[config.mk]
export PLATFORM = sky130hd
export DESIGN_NAME = wb_req_arbiter_flat
export DESIGN_NICKNAME = d
export VERILOG_FILES = /design/src/rtl/wb_req_arbiter_if.sv /design/src/rtl/wb_req_arbiter.sv /design/src/flat_wrapper.sv
export SDC_FILE = /design/constraint.sdc
export NUM_CORES = 1
export LEC_CHECK = 0
export CAP_MARGIN = 20
export CORE_MARGIN = 4
export CORE_UTILIZATION = 48
export DETAILED_ROUTE_END_ITERATION = 12
export HOLD_SLACK_MARGIN = 0.08
export PLACE_DENSITY = 0.8
export SLEW_MARGIN = 20
export SYNTH_ARGS = -nofsm -noshare
export SYNTH_HDL_FRONTEND = slang
export SYNTH_SLANG_ARGS = --single-unit
[constraint.sdc]
create_clock -name clk -period 3.51 [get_ports clk]
set_clock_uncertainty 0.1 [all_clocks]
set_input_delay 0.702 -clock clk [delete_from_list [all_inputs] [get_ports clk]]
set_output_delay 0.702 -clock clk [all_outputs]
set_load 0.01 [all_outputs]
[src/rtl/wb_req_arbiter_if.sv]
// Single-strobe 16-bit Wishbone link used by wb_req_arbiter for both the
// requesting masters and the shared slave bus.
// master: the side that issues requests; slave: the side that completes them.
interface wb_req_arbiter_if;
  logic        cyc;
  logic        stb;
  logic        we;
  logic [15:0] adr;
  logic [15:0] dat_m2s;
  logic [15:0] dat_s2m;
  logic        ack;
  logic        err;

  modport master (
    output cyc, stb, we, adr, dat_m2s,
    input  dat_s2m, ack, err
  );

  modport slave (
    input  cyc, stb, we, adr, dat_m2s,
    output dat_s2m, ack, err
  );
endinterface

[src/rtl/wb_req_arbiter.sv]
// wb_req_arbiter: two-master round-robin arbiter in front of one Wishbone slave.
// Each master's single-cycle request is latched, then forwarded as a
// one-cycle strobe; the ack/err and read data go back to the requester only.
// Optional bus timeout: define WB_REQ_ARBITER_TIMEOUT_EN to fail a transaction
// with err after TIMEOUT_CYCLES cycles without a slave response.
module wb_req_arbiter #(
  parameter int unsigned TIMEOUT_CYCLES = 1023
) (
  input  logic                    clk,
  input  logic                    reset,
  wb_req_arbiter_if.slave         m0_io,
  wb_req_arbiter_if.slave         m1_io,
  wb_req_arbiter_if.master        wb_io,
  output logic [1:0]              grant_o
);

  if (TIMEOUT_CYCLES < 1 || TIMEOUT_CYCLES > 1023) begin : g_bad_timeout
    $error("TIMEOUT_CYCLES must be in 1..1023");
  end

  typedef enum logic [1:0] {StIdle, StIssue, StWait} state_e;

  state_e      state_q;
  logic [1:0]  pend_q;
  logic [1:0]  p_we_q;
  logic [15:0] p_adr_q [2];
  logic [15:0] p_dat_q [2];
  logic        gnt_q;
  logic        last_q;
  logic [1:0]  grant_q;
  logic        wb_cyc_q, wb_stb_q, wb_we_q;
  logic [15:0] wb_adr_q, wb_dat_q;
  logic [15:0] m_dat_q [2];
  logic [1:0]  m_ack_q, m_err_q;

  logic [1:0]  req_stb;
  logic [1:0]  clr;
  logic        pick;
  logic        timeout;
  logic        done;
  logic        done_err;

  assign req_stb[0] = m0_io.cyc & m0_io.stb;
  assign req_stb[1] = m1_io.cyc & m1_io.stb;

  // Lone requester wins; on a tie, the master not served last wins.
  assign pick = pend_q[1] & (~pend_q[0] | ~last_q);

`ifdef WB_REQ_ARBITER_TIMEOUT_EN
  localparam logic [9:0] TimeoutLast = 10'(TIMEOUT_CYCLES - 1);
  logic [9:0] cnt_q;

  // Cycle counter: zero while idle, so it is zero on ISSUE entry.
  always_ff @(posedge clk) begin
    if (reset || state_q == StIdle) cnt_q <= '0;
    else                            cnt_q <= cnt_q + 10'd1;
  end

  assign timeout = (state_q != StIdle) && (cnt_q == TimeoutLast);
`else
  assign timeout = 1'b0;
`endif

  // A real slave response on the timeout cycle takes precedence over it.
  assign done     = (state_q != StIdle) && (wb_io.ack || wb_io.err || timeout);
  assign done_err = wb_io.err || (timeout && !wb_io.ack);
  assign clr[0]   = done & ~gnt_q;
  assign clr[1]   = done &  gnt_q;

  // Request capture; a new strobe may re-arm a slot in the cycle it is released.
  always_ff @(posedge clk) begin
    for (int n = 0; n < 2; n++) begin
      if (reset) begin
        pend_q[n]  <= 1'b0;
        p_we_q[n]  <= 1'b0;
        p_adr_q[n] <= '0;
        p_dat_q[n] <= '0;
      end else if (req_stb[n] && (!pend_q[n] || clr[n])) begin
        pend_q[n]  <= 1'b1;
        p_we_q[n]  <= (n == 0) ? m0_io.we      : m1_io.we;
        p_adr_q[n] <= (n == 0) ? m0_io.adr     : m1_io.adr;
        p_dat_q[n] <= (n == 0) ? m0_io.dat_m2s : m1_io.dat_m2s;
      end else if (clr[n]) begin
        pend_q[n]  <= 1'b0;
      end
    end
  end

  // Arbitration FSM with all bus-facing and master-facing outputs registered.
  always_ff @(posedge clk) begin
    if (reset) begin
      state_q    <= StIdle;
      gnt_q      <= 1'b0;
      last_q     <= 1'b1;
      grant_q    <= 2'b00;
      wb_cyc_q   <= 1'b0;
      wb_stb_q   <= 1'b0;
      wb_we_q    <= 1'b0;
      wb_adr_q   <= '0;
      wb_dat_q   <= '0;
      m_dat_q[0] <= '0;
      m_dat_q[1] <= '0;
      m_ack_q    <= 2'b00;
      m_err_q    <= 2'b00;
    end else begin
      m_ack_q <= 2'b00;
      m_err_q <= 2'b00;
      unique case (state_q)
        StIdle: begin
          if (|pend_q) begin
            gnt_q    <= pick;
            grant_q  <= pick ? 2'b10 : 2'b01;
            wb_cyc_q <= 1'b1;
            wb_stb_q <= 1'b1;
            wb_we_q  <= p_we_q[pick];
            wb_adr_q <= p_adr_q[pick];
            wb_dat_q <= p_dat_q[pick];
            state_q  <= StIssue;
          end
        end
        StIssue, StWait: begin
          wb_cyc_q <= 1'b0;
          wb_stb_q <= 1'b0;
          if (done) begin
            if (done_err) begin
              m_err_q[gnt_q] <= 1'b1;
            end else begin
              m_ack_q[gnt_q] <= 1'b1;
              if (!wb_we_q) m_dat_q[gnt_q] <= wb_io.dat_s2m;
            end
            last_q  <= gnt_q;
            grant_q <= 2'b00;
            state_q <= StIdle;
          end else begin
            state_q <= StWait;
          end
        end
        default: state_q <= StIdle;
      endcase
    end
  end

  assign wb_io.cyc     = wb_cyc_q;
  assign wb_io.stb     = wb_stb_q;
  assign wb_io.we      = wb_we_q;
  assign wb_io.adr     = wb_adr_q;
  assign wb_io.dat_m2s = wb_dat_q;

  assign m0_io.dat_s2m = m_dat_q[0];
  assign m0_io.ack     = m_ack_q[0];
  assign m0_io.err     = m_err_q[0];
  assign m1_io.dat_s2m = m_dat_q[1];
  assign m1_io.ack     = m_ack_q[1];
  assign m1_io.err     = m_err_q[1];

  assign grant_o = grant_q;

endmodule

[src/flat_wrapper.sv]
// flat-port wrapper written by rule: the top's interface ports become plain ports
module wb_req_arbiter_flat 
#(
  parameter int unsigned TIMEOUT_CYCLES = 1023
)
  (clk, reset, grant_o, m0_io_cyc, m0_io_stb, m0_io_we, m0_io_adr, m0_io_dat_m2s, m0_io_dat_s2m, m0_io_ack, m0_io_err, m1_io_cyc, m1_io_stb, m1_io_we, m1_io_adr, m1_io_dat_m2s, m1_io_dat_s2m, m1_io_ack, m1_io_err, wb_io_cyc, wb_io_stb, wb_io_we, wb_io_adr, wb_io_dat_m2s, wb_io_dat_s2m, wb_io_ack, wb_io_err);
  wb_req_arbiter_if m0_io_i ();
  wb_req_arbiter_if m1_io_i ();
  wb_req_arbiter_if wb_io_i ();
  input  logic clk;
  input  logic reset;
  output logic [1:0] grant_o;
  input wire logic [$bits(m0_io_i.cyc)-1:0] m0_io_cyc;
  input wire logic [$bits(m0_io_i.stb)-1:0] m0_io_stb;
  input wire logic [$bits(m0_io_i.we)-1:0] m0_io_we;
  input wire logic [$bits(m0_io_i.adr)-1:0] m0_io_adr;
  input wire logic [$bits(m0_io_i.dat_m2s)-1:0] m0_io_dat_m2s;
  output wire logic [$bits(m0_io_i.dat_s2m)-1:0] m0_io_dat_s2m;
  output wire logic [$bits(m0_io_i.ack)-1:0] m0_io_ack;
  output wire logic [$bits(m0_io_i.err)-1:0] m0_io_err;
  input wire logic [$bits(m1_io_i.cyc)-1:0] m1_io_cyc;
  input wire logic [$bits(m1_io_i.stb)-1:0] m1_io_stb;
  input wire logic [$bits(m1_io_i.we)-1:0] m1_io_we;
  input wire logic [$bits(m1_io_i.adr)-1:0] m1_io_adr;
  input wire logic [$bits(m1_io_i.dat_m2s)-1:0] m1_io_dat_m2s;
  output wire logic [$bits(m1_io_i.dat_s2m)-1:0] m1_io_dat_s2m;
  output wire logic [$bits(m1_io_i.ack)-1:0] m1_io_ack;
  output wire logic [$bits(m1_io_i.err)-1:0] m1_io_err;
  output wire logic [$bits(wb_io_i.cyc)-1:0] wb_io_cyc;
  output wire logic [$bits(wb_io_i.stb)-1:0] wb_io_stb;
  output wire logic [$bits(wb_io_i.we)-1:0] wb_io_we;
  output wire logic [$bits(wb_io_i.adr)-1:0] wb_io_adr;
  output wire logic [$bits(wb_io_i.dat_m2s)-1:0] wb_io_dat_m2s;
  input wire logic [$bits(wb_io_i.dat_s2m)-1:0] wb_io_dat_s2m;
  input wire logic [$bits(wb_io_i.ack)-1:0] wb_io_ack;
  input wire logic [$bits(wb_io_i.err)-1:0] wb_io_err;
  assign m0_io_i.cyc = m0_io_cyc;
  assign m0_io_i.stb = m0_io_stb;
  assign m0_io_i.we = m0_io_we;
  assign m0_io_i.adr = m0_io_adr;
  assign m0_io_i.dat_m2s = m0_io_dat_m2s;
  assign m0_io_dat_s2m = m0_io_i.dat_s2m;
  assign m0_io_ack = m0_io_i.ack;
  assign m0_io_err = m0_io_i.err;
  assign m1_io_i.cyc = m1_io_cyc;
  assign m1_io_i.stb = m1_io_stb;
  assign m1_io_i.we = m1_io_we;
  assign m1_io_i.adr = m1_io_adr;
  assign m1_io_i.dat_m2s = m1_io_dat_m2s;
  assign m1_io_dat_s2m = m1_io_i.dat_s2m;
  assign m1_io_ack = m1_io_i.ack;
  assign m1_io_err = m1_io_i.err;
  assign wb_io_cyc = wb_io_i.cyc;
  assign wb_io_stb = wb_io_i.stb;
  assign wb_io_we = wb_io_i.we;
  assign wb_io_adr = wb_io_i.adr;
  assign wb_io_dat_m2s = wb_io_i.dat_m2s;
  assign wb_io_i.dat_s2m = wb_io_dat_s2m;
  assign wb_io_i.ack = wb_io_ack;
  assign wb_io_i.err = wb_io_err;
  wb_req_arbiter #(.TIMEOUT_CYCLES(TIMEOUT_CYCLES)) u_core (.clk(clk), .reset(reset), .m0_io(m0_io_i), .m1_io(m1_io_i), .wb_io(wb_io_i), .grant_o(grant_o));
endmodule
======== After elaboration in Yosys (flattened, before gate mapping) ========
Memories as Yosys holds them, arrays and structs flattened. A register that Yosys moved wholly into a read port is not among the register bits.
Cells that the tools add are included.
operators by class
  muxes and demuxes ....................... 38
  shifts and indexed selects .............. 0
  reduce and logical (&&, ||, !) cells .... 23
  equal/unequal tests ..................... 4
  bitwise gates (word level) .............. 16
  div/mod/pow operators ................... 0
  add/subtract/negate cells ............... 0
  magnitude comparators ................... 3
  multipliers ............................. 0
operators by type and width
  cell                  number
  $mux W16              5
  $mux W1               24
  $reduce_or A16 Y1     1
  $mux W2               5
  $pmux W2 S2           2
  $reduce_bool A2 Y1    4
  $reduce_or A4 Y1      2
  $not A1 Y1            6
  $reduce_and A2 Y1     3
  $and A1 B1 Y1         5
  $or A1 B1 Y1          5
  $logic_and A1 B1 Y1   4
  $lt A1 B2 Y1 const B  2
  $ne A2 B1 Y1 const B  2
  $reduce_or A2 Y1      2
  $logic_or A1 B1 Y1    3
  $reduce_and A3 Y1     1
  $eq A2 B1 Y1 const B  1
  $eq A2 B2 Y1 const B  1
  $logic_not A1 Y1      2
  $logic_not A2 Y1      1
  $pmux W1 S2           1
  $demux W1 S1          1
  $ge A1 B1 Y1 const B  1
storage, ports and cells
  RAM bits ................................ 96
  memories ................................ 3
  bits of input ports ..................... 90
  memory bits (read-only) ................. 0
  register bits ........................... 16
  bits in latches ......................... 0
memories
  name            words  width  rd ports  clocked after Yosys merged registers in  write ports  line                  text
  u_core.m_dat_q  2      16     2         0                                        2            wb_req_arbiter.sv:33  logic [15:0] m_dat_q [2];
  u_core.p_adr_q  2      16     1         1                                        2            wb_req_arbiter.sv:26  logic [15:0] p_adr_q [2];
  u_core.p_dat_q  2      16     1         1                                        2            wb_req_arbiter.sv:27  logic [15:0] p_dat_q [2];

======== Depth between registers and ports, before layout ========
Gate-level depths: netlist of run 1.
  word-level depth ........................ 9
  gate-level depth with buffers ........... 8
  gate-level depth less buffers ........... 6

======== Worst setup path after synthesis of run 1 ========
Ideal clock, no wire load.
  kind .................................... in2reg
  start point ............................. input reset
  end point ............................... memory u_core.m_dat_q[0][0] (enable)
  cell stages on the path ................. 6
  path buffers ............................ 2
  setup time .............................. 0.392 ns
  data arrival time ....................... 2.250 ns
  slack ................................... 0.768 ns
  cell sequence ........................... buf_6 nor2b_4 nand3b_1 or3_1 buf_6 o21bai_1
RTL lines
  element      line                  text
  from (decl)  flat_wrapper.sv:11    input logic reset;
  to (decl)    wb_req_arbiter.sv:33

==> summary.md, run 1 <==
| Metric | Value |
|---|---|
| Outcome | finished, final reports clean |
| Top cells by area, synth | edfxtp_1, dfxtp_1, and2_1 |
| Root buf cell | clkbuf_16 |
| Area of the multi-input gates | 1730 sq um |
| RSZ-0062 raised after global routing | no |
| Drt initial violations | 207 |
| Fin crit period | around 2600 ps |
| Antenna cells | 0 |
| Tightest Pin Transition | roughly 810 ps |
| DR WL/cell | roughly 17 um |
| Starting Density | between 40% and 50% |
| Cell Area, Synth | between 5000 and 6000 sq um |
| Worst-path clk slew | 60 ps |
| First-pass GRT wire length | 20.5 mm |
| Setup slack, reg-to-reg | roughly 950 ps |
| Postcts setup bufs | 0 |
| Power density over the cells | ~570 nW/um^2 |
| Clk_lat worst skew | 400 ps |
| Placer congestion estimate | 0.766 |
| Grt ovf | 0 |
| # hold bufs at CTS | 0 |
| Die Span X | around 120 um |
| Dpl cell area | 7470 sq um |
| Initial antenna violation count | 0 |
| Worst path top cell family by delay | simple AND/OR/NAND/NOR gates |
| Sequential area share after synthesis | 66.6% |
| Post-synth top flop | edfxtp_1 |
| Commonest cells in the synthesized netlist | edfxtp_1, nor2_1, and2_1 |
| Hold Path Class | register to register |
| Placed instance count | 729 |
| Syn nets | 537 |
| Cell at the slowest stage of the critical path | or2_2 |
| Fmax | 390 MHz |
| Yosys reg bits | 144 |
| Fillers | 817 |
| WL final | 12.8 mm |
| CTS Buf Count | 17 |
| Input/output buffers | about 160 |
| Top-count cell post-synth | edfxtp_1 |
| Post-synth EDFFs | 96 |
| Worst Path Arrival | 2500 ps |
| Yosys warnings | 0 |
| Number of global-route vias before repair | 4145 |
| Dominant cell type by area after synthesis | edfxtp_1 |
| CP Max Fanout | 32 |
| Htree depth | 4 |
| Largest net degree at the start of global routing | 33 |
| Drt drc | 0 |
| Drt pass-1 iters | 4 |
| Final Non-Filler Cells | between 700 and 800 |
| Layout cells sized above 1 | 8.56% |
| Syn Inst Count | 445 |
| Period utilization | about three quarters |
| Max-slew violations | 0 |
| Yosys top cell area share | 49.9% |
| FF/Latch Area | 3840 sq um |
| Remaining antenna violation count | 0 |
| P_leak | 3.01 nW |
| # Max-Cap Violations | 0 |
| CTS tree | done |
| CTS sink count | 144 |
| Setup crit end kind | register |
| Final setup TNS | 0 ps |
| CP Cell Sequence | inv_1, ha_1, nand2b_2, o21ai_2, nor2b_1, or2_2 |
| Design area | 8160 sq um |
| Vias | between 3000 and 4000 |
| Buf/Inv on CP | 1 |
| Type of origin of the critical path | register |
| Die height | approximately 120 um |
| FP Rows | 39 |
| Final Hold Viols | 0 |
| Post-CTS sizing | 0 |
| Setup CP Type | register to register |
| Post-layout nets | 698 |
| Max incr delay on CP | 680 ps |
| Die area | 13900 sq um |
| Io pins | 163 |
| Yosys cell types | 35 |
| Final setup fails | 0 |
| Core area | 11600 sq um |
| Post-DP HPWL | about 8.9 mm |
| Worst VDD drop | ~0.00030 V |
| Async SR Flop Fraction | 0% |
| Worst relative slew slack | 45.9% |
| Critical Path RT | 3440 ps |
| Avg Cell Area, Syn | 13.0 sq um |
| Vias/cell | 5.13 |
| Clk buf depth | 2 |
| Tot GR Track Use | 18.6% |
| P&R area growth vs syn | 41.2% |
-- per-stage QoR --
stage	power [W]	utilization, %	hold slack (ps)	setup WS (ps)
floorplan	0.00237	-	347	768
global placement	0.00269	64.3	361	588
detailed placement	0.00271	64.3	375	530
CTS	0.00472	70.1	385	914
global route	0.00485	70.2	409	740
finish	0.00469	70.2	378	945
-- cell type report --
class | count | area share [%]
Clock buffer | 24 | 6.15
Clock inverter | 8 | 2.12
Inverter | 5 | 0.230
Multi-Input combinational cell | 265 | 21.3
Sequential cell | 144 | 47.1
Tap cell | 143 | 2.19
Timing Repair Buffer | 173 | 20.9
-- tightest hold or removal path: cells and delay by family (launching register included) --
| kind | cells | cell delay, ps |
|---|---|---|
| flops | 1 | 310 |
| simple gates | 1 | 60 |
| mux | 1 | 60 |
-- sequential cells by signal (all words and copies together), names as in the netlist, 2 cells and up --
signal                flops
u_core.state_q            2
u_core.wb_io.adr         16
u_core.p_dat_q           32
u_core.p_we_q             2
u_core.p_adr_q           32
u_core.grant_o            2
u_core.m_ack_q            2
u_core.m_dat_q           32
u_core.wb_io.dat_m2s     16
u_core.m_err_q            2
u_core.pend_q             2
-- cells by family (layout without fill, tap and decap cells) --
kind of cell    count (synthesis)  in the layout  synth area share (%)
compound gates                 49             49                  6.35
fa+ha+maj                       2              2                 0.433
buf+inv                        36            210                  3.86
flops                         144            144                  66.6
mux                            36             36                  6.24
simple gates                  178            178                  16.6
-- worst paths after layout --
kind | start | end | cells past startpoint
worst min-delay path | u_core.p_we_q[1] | u_core.p_we_q[1] | 2
worst max register to register | u_core.state_q[0] | u_core.p_dat_q[1][3] | 6
worst max-delay path | u_core.state_q[0] | u_core.p_dat_q[1][3] | 6
worst min register to register | u_core.p_we_q[1] | u_core.p_we_q[1] | 2
-- layout by cell type, fill, tap and decap left out, types with 3 or more instances in the layout --
cell	netlist	routed
nor2_1	70	70
and2_1	64	64
clkdlybuf4s50_1	0	161
buf_4	4	10
edfxtp_1	96	96
nand2_1	3	3
clkbuf_8	0	5
dfxtp_1	48	48
nand2b_1	26	26
inv_1	5	5
or2_2	3	3
a21oi_1	5	5
nor2b_1	3	3
a211oi_1	33	33
mux2i_1	36	36
clkbuf_16	0	17
bufinv_16	0	5
-- power breakdown --
group | total, W | switching [W] | internal, W | leakage, nW
registers | 0.00203 | 0.0000744 | 0.00195 | 1.40
clock network | 0.00201 | 0.000648 | 0.00136 | 0.331
logic | 0.000655 | 0.000301 | 0.000355 | 1.28
-- metal layers --
| metal | part of all wire [%] | vias up | track usage [%] |
|---|---|---|---|
| met1 | 42 | 1839 | 22.1 |
| met3 | 6.4 | 26 | 5.19 |
| li1 | - | 1880 | - |
| met2 | 49 | 163 | 31.8 |
| met4 | 2.3 | 0 | 7.69 |
| met5 | 0 | - | 0 |
Note: power is estimated with default switching activity, not from simulation.
==> run 2, diff against run 1 <==
- clock period: 3.51 -> 2.7 ns (I/O delays scaled with it)
==> summary.md, run 2 (synthesis results as in run 1) <==
| Metric | Value |
|---|---|
| FF/Latch Area | 3840 sq um (unchanged) |
| Buf/Inv on CP | 2 (was 1) |
| Worst hold slack | 391 ps (was 378 ps) |
| DR WL/cell | 17.0 um (was 16.8 um) |
| Remaining antenna violation count | 0 (unchanged) |
| Core area | 11600 sq um (unchanged) |
| Power Internal | 0.00438 W (was 0.00367 W) |
| Placer congestion estimate | 0.765 (was 0.766) |
| Hold Path Class | register to register (unchanged) |
| Number of global-route vias before repair | 4155 (was 4145) |
| Initial antenna violation count | 0 (unchanged) |
| Worst relative slew slack | 62.3% (was 45.9%) |
| Drt drc | 0 (unchanged) |
| Clk_lat worst skew | 410 ps (was 400 ps) |
| # Max-Cap Violations | 0 (unchanged) |
| CP Cell Sequence | inv_1, ha_1, nand2b_2, o21ai_2, nor3b_4, buf_6, and2_1 (was inv_1, ha_1, nand2b_2, o21ai_2, nor2b_1, or2_2) |
| Max incr delay on CP | 530 ps (was 680 ps) |
| Die height | 118 um (unchanged) |
| Area of the multi-input gates | 1730 sq um (unchanged) |
| Final setup fails | 0 (unchanged) |
| Layout cells sized above 1 | 9.32% (was 8.56%) |
| Die Span X | 118 um (unchanged) |
| CP Max Fanout | 19 (was 32) |
| Cell at the slowest stage of the critical path | nor3b_4 (was or2_2) |
| Largest net degree at the start of global routing | 67 (was 33) |
| CTS Buf Count | 17 (unchanged) |
| Worst path top cell family by delay | simple AND/OR/NAND/NOR gates (unchanged) |
| Die area | 13900 sq um (unchanged) |
| Worst VDD drop | 0.000425 V (was 0.000299 V) |
| Comb power frac | 15.4% (was 14.0%) |
| Tot GR Track Use | 19.1% (was 18.6%) |
| Vias | 3928 (was 3908) |
| CTS sink count | 144 (unchanged) |
| Starting Density | 49.7% (unchanged) |
| Grt ovf | 0 (unchanged) |
| First-pass GRT wire length | 21.0 mm (was 20.5 mm) |
| Fmax | 436 MHz (was 390 MHz) |
| Final total power | 0.00576 W (was 0.00469 W) |
| Type of origin of the critical path | register (unchanged) |
| Io pins | 163 (unchanged) |
| Power density over the cells | 708 nW/um^2 (was 575 nW/um^2) |
| Switching Share | 23.9% (was 21.8%) |
| Input/output buffers | 162 (unchanged) |
| Drt initial violations | 249 (was 207) |
| P&R area growth vs syn | 41.0% (was 41.2%) |
| Post-DP HPWL | 8.84 mm (was 8.89 mm) |
| Postcts setup bufs | 0 (unchanged) |
| Antenna cells | 0 (unchanged) |
| Fin crit period | 2300 ps (was 2560 ps) |
| Post-layout nets | 701 (was 698) |
| Period utilization | 85.0% (was 73.1%) |
| Final Hold Viols | 0 (unchanged) |
| Worst Path Arrival | 2470 ps (was 2500 ps) |
| Reg power frac | 45.5% (was 43.2%) |
| Commonest non-fill, non-tap cell in the layout | clkdlybuf4s50_1 (unchanged) |
| Biggest regs | u_core.m_dat_q (32), u_core.p_adr_q (32), u_core.p_dat_q (32) (unchanged) |
| Critical Path RT | 2880 ps (was 3440 ps) |
| Vias/cell | 5.13 (about the same) |
| CTS tree | done (unchanged) |
| Final setup TNS | 0 ps (unchanged) |
| Dpl cell area | 7530 sq um (was 7470 sq um) |
| Switch Pwr | 0.00138 W (was 0.00102 W) |
| Drt pass-1 iters | 4 (unchanged) |
| Outcome | finished, final reports clean (unchanged) |
| Clk buf depth | 2 (unchanged) |
| Worst-path clk slew | 60 ps (about the same) |
| Max-slew violations | 0 (unchanged) |
| Design area | 8140 sq um (was 8160 sq um) |
| P_leak | 3.00 nW (was 3.01 nW) |
| RSZ-0062 raised after global routing | no (unchanged) |
| # hold bufs at CTS | 0 (unchanged) |
| Clock group share of total power | 39.1% (was 42.8%) |
| WL final | 13.0 mm (was 12.8 mm) |
| Most frequent cells in the layout | clkdlybuf4s50_1, edfxtp_1, nor2_1 (unchanged) |
| Post-CTS sizing | 0 (unchanged) |
| Tightest Pin Transition | 564 ps (was 811 ps) |
| Htree depth | 4 (unchanged) |
| Root buf cell | clkbuf_16 (unchanged) |
| Setup CP Type | register to register (unchanged) |
| Fillers | 818 (was 817) |
| Setup crit end kind | register (unchanged) |
| FP Rows | 39 (unchanged) |
-- run 2: cell count changes in the layout (fill, tap and decap cells not counted), sizes merged --
cell      previous run  this run
buf                 12        15
bufinv               5         1
clkbuf              24        20
clkinv               2         9
clkinvlp             0         1
-- run 2: final cells by class --
cell class	instances	area share [%]
clock buffers	20	5.87
inverters	5	0.230
flip-flops and latches	144	47.2
repair buffers	176	21.9
multi-input cells	265	21.3
clock inverters	12	1.31
well taps	143	2.20
-- run 2: layer usage --
layer  vias to the layer above  share of wire, %  GRT usage [%]
met4                         0               1.1           5.86
met1                      1861                41           22.1
met3                        16               7.1           6.25
li1                       1881                 -              -
met2                       170                51           33.6
met5                         -                 0              0
-- run 2: path summary, 6_finish.rpt --
| check | startpoint | end | slack [ps] | cells after the start |
|---|---|---|---|---|
| max reg2reg | u_core.state_q[0] | u_core.p_adr_q[1][10] | 400 | 7 |
| min reg2reg | u_core.p_we_q[1] | u_core.p_we_q[1] | 390 | 2 |
| max | u_core.state_q[0] | u_core.p_adr_q[1][10] | 400 | 7 |
| min | u_core.p_we_q[1] | u_core.p_we_q[1] | 390 | 2 |
-- run 2: per-stage QoR --
step	util, %	setup WS (ps)	instances
final	70.1	404	765
after global routing	70.1	215	765
after CTS	69.9	141	763
after detailed placement	64.9	-103	731
after global placement	64.9	-41.0	731
after floorplan	-	76.2	445
-- run 2: tightest hold or removal path: cells and delay by family (launching register included) --
kind	cells	cell delay [ps]
flip-flops	1	320
AND/OR/NAND/NOR	1	60
multiplexers	1	60
-- run 2: power by group through the flow --
stage | combinational [W] | clock (W) | sequential (W)
2_1_floorplan | 0.000391 | 0 | 0.00269
3_3_place_gp | 0.000857 | 0 | 0.00266
3_5_place_dp | 0.000883 | 0 | 0.00267
4_1_cts | 0.000893 | 0.00228 | 0.00262
5_1_grt | 0.000963 | 0.00237 | 0.00264
6_report | 0.000889 | 0.00225 | 0.00262
